**src/rtl/srt_mul_rebuild.sv**
```systemverilog
// rtl/srt_mul_rebuild.sv - sequential radix-2 shift-add multiply-accumulate, P = A*B + C
// Rebuilds a dividend from {quotient, divisor, remainder}; one multiplier bit per cycle.
module srt_mul_rebuild #(
  parameter int WIDTH = 8
) (
  input  logic                 clk,
  input  logic                 rst,
  input  logic                 start,
  input  logic [WIDTH-1:0]     A,
  input  logic [WIDTH-1:0]     B,
  input  logic [WIDTH-1:0]     C,
  output logic [2*WIDTH-1:0]   P,
  output logic                 busy,
  output logic                 done
);

  localparam int CW = (WIDTH > 1) ? $clog2(WIDTH) : 1;

  typedef enum logic [1:0] {
    S_IDLE,
    S_RUN,
    S_DONE
  } state_t;

  state_t             r_state;
  state_t             w_next;
  logic [2*WIDTH-1:0] r_acc;
  logic [2*WIDTH-1:0] r_a;
  logic [WIDTH-1:0]   r_b;
  logic [CW-1:0]      r_cnt;
  logic               w_accept;
  logic               w_last;
  logic [2*WIDTH-1:0] w_sum;

  assign w_accept = start && (r_state != S_RUN);
  assign w_last   = (r_cnt == CW'(WIDTH - 1));
  assign w_sum    = r_acc + (r_b[0] ? r_a : '0);
  assign busy     = (r_state == S_RUN);
  assign done     = (r_state == S_DONE);

  always_ff @(posedge clk) begin
    if (rst) begin
      r_state <= S_IDLE;
    end else begin
      r_state <= w_next;
    end
  end

  always_comb begin
    w_next = r_state;
    case (r_state)
      S_IDLE:  if (start) w_next = S_RUN;
      S_RUN:   if (w_last) w_next = S_DONE;
      S_DONE:  w_next = start ? S_RUN : S_IDLE;
      default: w_next = S_IDLE;
    endcase
  end

  // The last RUN step folds straight into P so the result lands on the done edge.
  always_ff @(posedge clk) begin
    if (rst) begin
      r_acc <= '0;
      r_a   <= '0;
      r_b   <= '0;
      r_cnt <= '0;
      P     <= '0;
    end else if (w_accept) begin
      r_acc <= {{WIDTH{1'b0}}, C};
      r_a   <= {{WIDTH{1'b0}}, A};
      r_b   <= B;
      r_cnt <= '0;
    end else if (r_state == S_RUN) begin
      r_acc <= w_sum;
      r_a   <= r_a << 1;
      r_b   <= r_b >> 1;
      r_cnt <= r_cnt + 1'b1;
      if (w_last) begin
        P <= w_sum;
      end
    end
  end

endmodule

```
**config.mk**
```make
export PLATFORM = sky130hd
export DESIGN_NAME = srt_mul_rebuild
export DESIGN_NICKNAME = d
export VERILOG_FILES = /design/src/rtl/srt_mul_rebuild.sv
export SDC_FILE = /design/constraint.sdc
export NUM_CORES = 1
export LEC_CHECK = 0
export CORE_AREA = 2 2 92 72
export CTS_CLUSTER_SIZE = 28
export DETAILED_ROUTE_END_ITERATION = 10
export DIE_AREA = 0 0 94 74
export GPL_TIMING_DRIVEN = 0
export PLACE_DENSITY = 0.79
export REMOVE_ABC_BUFFERS = 1
export SLEW_MARGIN = 20
export SYNTH_ARGS = -nofsm -noshare
export SYNTH_HDL_FRONTEND = slang
export SYNTH_SLANG_ARGS = --single-unit
```
**constraint.sdc**
```tcl
create_clock -name clk -period 7.75 [get_ports clk]
set_input_delay 1.1625 -clock clk [delete_from_list [all_inputs] [get_ports clk]]
set_output_delay 1.1625 -clock clk [all_outputs]
set_load 0.005 [all_outputs]
```
==> summary.md, run 1 <==
| Metric | Value |
|---|---|
| Outcome | `finished, final reports clean` |
| Maximum level of the CTS H-tree | `3` |
| Kind of cell adding the most delay to the critical path | `buffers and inverters` |
| Maximum number of pins on one net before global-route repair | `40` |
| Overall global routing resource usage | `0.220` |
| Peak supply drop | `about 0.085 mV` |
| Height of the die | `74 µm` |
| Via count of the first global-routing pass | `2566` |
| Fin crit share | `0.444` |
| Ys flop type | `dfxtp_1` |
| Area enclosed by the die boundary | `6960 µm²` |
| Crit end category | `primary output` |
| Number of hold buffers added after cts | `0` |
| Max-slew headroom | `0.462` |
| Final Setup Violations | `0` |
| Top Ports | `between 40 and 50` |
| Remaining DRCs | `0` |
| Post-route antenna net violation count | `0` |
| Min cycle time layout | `3.44 ns` |
| Number of buffer and inverter instances along the worst setup path | `2` |
| Least-Margin Pin Slew | `0.807 ns` |
| Share of layout cells above drive strength 1 | `0.0709` |
| Number of buffers inserted by post-CTS setup repair | `0` |
| Total instance count after detailed placement | `490` |
| Final-stage net count | `465` |
| Post-route non-filler standard cell count | `504` |
| # clock sinks | `61` |
| Detailed-placement wirelength estimate | `4930 µm` |
| Horiz. Die Dim | `94 µm` |
| Worst endpoint data arrival time | `2.28 ns` |
| Starting utilization of the core area | `0.535` |
| Clock root cell | `clkbuf_8` |
| Routed len/inst | `14.3 µm` |
| Hold Path Class | `flip-flop to flip-flop` |
| Number of buffers added on ports | `44` |
| Areal power density over the cells | `173 nW/µm²` |
| Mean post-synth cell area | `8.41 µm²` |
| Unrepaired setup endpoints after global routing | `no` |
| Count of TritonRoute iterations in the first routing pass | `4` |
| Clock tree from TritonCTS | `yes` |
| First-pass GRT wire length | `approximately 12000 µm` |
| Final estimated routing congestion in global placement | `0.904` |
| Static Leak | `approximately 0.0015 µW` |
| Number of placement rows | `25` |
| Area growth from synthesis to layout | `19.6%` |
| Clock tree buffer depth | `2` |
| Via-per-instance ratio | `5.63` |
| Initial antenna violation count | `0` |
| Maximum clock frequency | `291 MHz` |
| Area of the core | `about 6100 µm²` |
| Number of instances in the synthesized netlist | `388` |
| Synth async-reset ratio | `0` |
| Count of state elements after synthesis | `61` |
| Number of antenna diodes | `0` |
| Most common cell after layout, fill and taps aside | `dfxtp_1` |
| Worst Setup Path Type | `flip-flop to primary output` |
| Final Hold Vio Count | `0` |
| Synth cell types | `47` |
| Number of max-slew violations in the final report | `0` |
| Largest stage delay on the critical path | `0.60 ns` |
| Clock insertion delay at the later pin of the skew report | `about 0.34 ns` |
| Total routed wirelength | `7200 µm` |
| Cell at the slowest stage of the critical path | `clkdlybuf4s50_1` |
| Seq/Total Area, Yosys | `0.374` |
| Worst Path Max Fanout | `30` |
| Chain of cells forming the critical path | `nand2b_2 -> inv_2 -> clkdlybuf4s50_1` |
| Total CTS buffers | `9` |
| Clock Pin Slew Worst Setup and Hold Paths | `0.07 ns` |
| Vias after detailed routing | `2836` |
| Final sum of negative setup slack | `0 ns` |
| Cell Area, Synth | `roughly 3300 µm²` |
| Final worst clock skew | `0.00847 ns` |
| Post-cts sizing count | `0` |
| Startpoint type of the worst setup path | `flip-flop` |
| Number of warnings printed during yosys synthesis | `0` |
| Top library cells by usage in the layout, fill and taps aside | `dfxtp_1, nand2_1, clkdlybuf4s50_1` |
| Total overflow reported by the global router | `0` |
| Max-cap violation count | `0` |
| Critical Path RT | `6.59 ns` |
| EDFF count, synth | `0` |
| DRC marker count from the first detailed-route iteration | `196` |
[worst register-to-register path, delay by kind of cell, from the launching register on]
family / cells / cell delay, ns
compound gates: 4 / 0.94
fa+ha+maj: 2 / 0.62
flops: 1 / 0.45
mux: 1 / 0.22
simple gates: 2 / 0.34
[cell usage after synthesis, types with 3 or more instances]
| cell | count | area [µm²] |
|---|---|---|
| o21ai_0 | 15 | 75.1 |
| nand3_1 | 11 | 55.1 |
| inv_1 | 7 | 26.3 |
| and2_1 | 17 | 106 |
| a211oi_1 | 26 | 195 |
| nor2_1 | 34 | 128 |
| nor2b_1 | 6 | 37.5 |
| a21oi_1 | 36 | 180 |
| ha_1 | 17 | 213 |
| mux2i_1 | 24 | 240 |
| a31oi_1 | 5 | 31.3 |
| clkbuf_1 | 14 | 52.6 |
| nand4_1 | 4 | 25.0 |
| dfxtp_1 | 61 | 1220 |
| nor3_1 | 4 | 20.0 |
| nand2_1 | 48 | 180 |
| or4_1 | 4 | 30.0 |
| xnor2_1 | 7 | 61.3 |
| buf_1 | 3 | 11.3 |
| buf_2 | 7 | 35.0 |
| o21ai_1 | 3 | 15.0 |
| xor2_1 | 4 | 35.0 |
[registers in the layout (all words and copies together), names as in the netlist]
register	count
r_a	16
r_state	2
r_b	8
P	16
r_acc	16
r_cnt	3
[worst paths after layout]
kind	startpoint	end	slack [ns]	cells after the start
setup / recovery	r_state[1]	busy	4.31	3
hold / removal	P[5]	P[5]	0.45	2
setup reg to reg	r_b[0]	P[12]	5.01	9
hold reg to reg	P[5]	P[5]	0.45	2
[metrics by stage]
stage	worst slack, ns	hold slack [ns]	instance area (µm²)	utilization	power [µW]
floorplan	4.68	0.437	3160	-	397
global placement	3.28	0.442	3700	0.606	433
detailed placement	4.67	0.447	3740	0.613	437
CTS	4.29	0.455	3900	0.640	680
global route	4.16	0.477	3900	0.640	704
finish	4.31	0.454	3900	0.640	676
[layer usage]
layer	up-vias	GRT usage	part of all wire
met1	1319	0.280	0.48
met5	-	0	0
met4	0	0.0773	0.013
li1	1442	-	-
met2	66	0.352	0.44
met3	9	0.0780	0.057
[cell type report]
| class | instances | area, µm² |
|---|---|---|
| fill | 525 | 2200 |
| multi-input combinational | 294 | 1910 |
| sequential | 61 | 1220 |
| timing repair buffer | 46 | 478 |
| clock buffer | 12 | 155 |
| tap | 81 | 101 |
| inverter | 8 | 30.0 |
| clock inverter | 2 | 10.0 |
[cells by family after synthesis]
logic type               count (synthesis)  synth area share
AND/OR/NAND/NOR                        137             0.198
AO/OA/AOI/OAI                          103             0.208
flip-flops                              61             0.374
buffers and inverters                   33            0.0418
multiplexers                            25            0.0771
adder cells (fa/ha/maj)                 18            0.0713
XOR/XNOR                                11            0.0295
[power by group]
part	leakage, µW	internal [µW]	switching, µW
Clock	0.0000881	129	116
Sequential	0.000498	328	10.6
Combinational	0.000957	41.6	51.3
Total	0.00154	498	178
Note: power is estimated with default switching activity, not from simulation.
==> run 2: changes to the inputs <==
==> constraint.sdc (replaced) <==
create_clock -name clk -period 3.36 [get_ports clk]
set_input_delay 0.504 -clock clk [delete_from_list [all_inputs] [get_ports clk]]
set_output_delay 0.504 -clock clk [all_outputs]
set_load 0.005 [all_outputs]
==> results of run 2 <==
The final DEF is identical to that of run 1. Status: finished, final reports clean.
Main changes from that run: setup slack after placement 4.67 ns -> 0.662 ns; setup slack after layout 4.31 ns -> 0.576 ns; register-to-register setup slack 5.01 ns -> 0.62 ns; total power 676 µW -> 1560 µW; worst IR drop on VDD 0.0849 mV -> 0.196 mV
==> run 3: changes to the inputs <==
==> constraint.sdc (replaced) <==
create_clock -name clk -period 2.9 [get_ports clk]
set_input_delay 0.435 -clock clk [delete_from_list [all_inputs] [get_ports clk]]
set_output_delay 0.435 -clock clk [all_outputs]
set_load 0.005 [all_outputs]
==> results of run 3 <==
The final DEF is identical to that of run 1. Status: finished, final reports clean.
Main changes from that run: setup slack after placement 4.67 ns -> 0.202 ns; setup slack after layout 4.31 ns -> 0.162 ns; hold slack 0.454 ns -> 0.401 ns; start point of the critical path r_state[1] -> r_b[0]; end point of the critical path busy -> P[12]; register-to-register setup slack 5.01 ns -> 0.16 ns; end point of the worst hold path P[5] -> r_state[0]; total power 676 µW -> 1810 µW; worst IR drop on VDD 0.0849 mV -> 0.227 mV
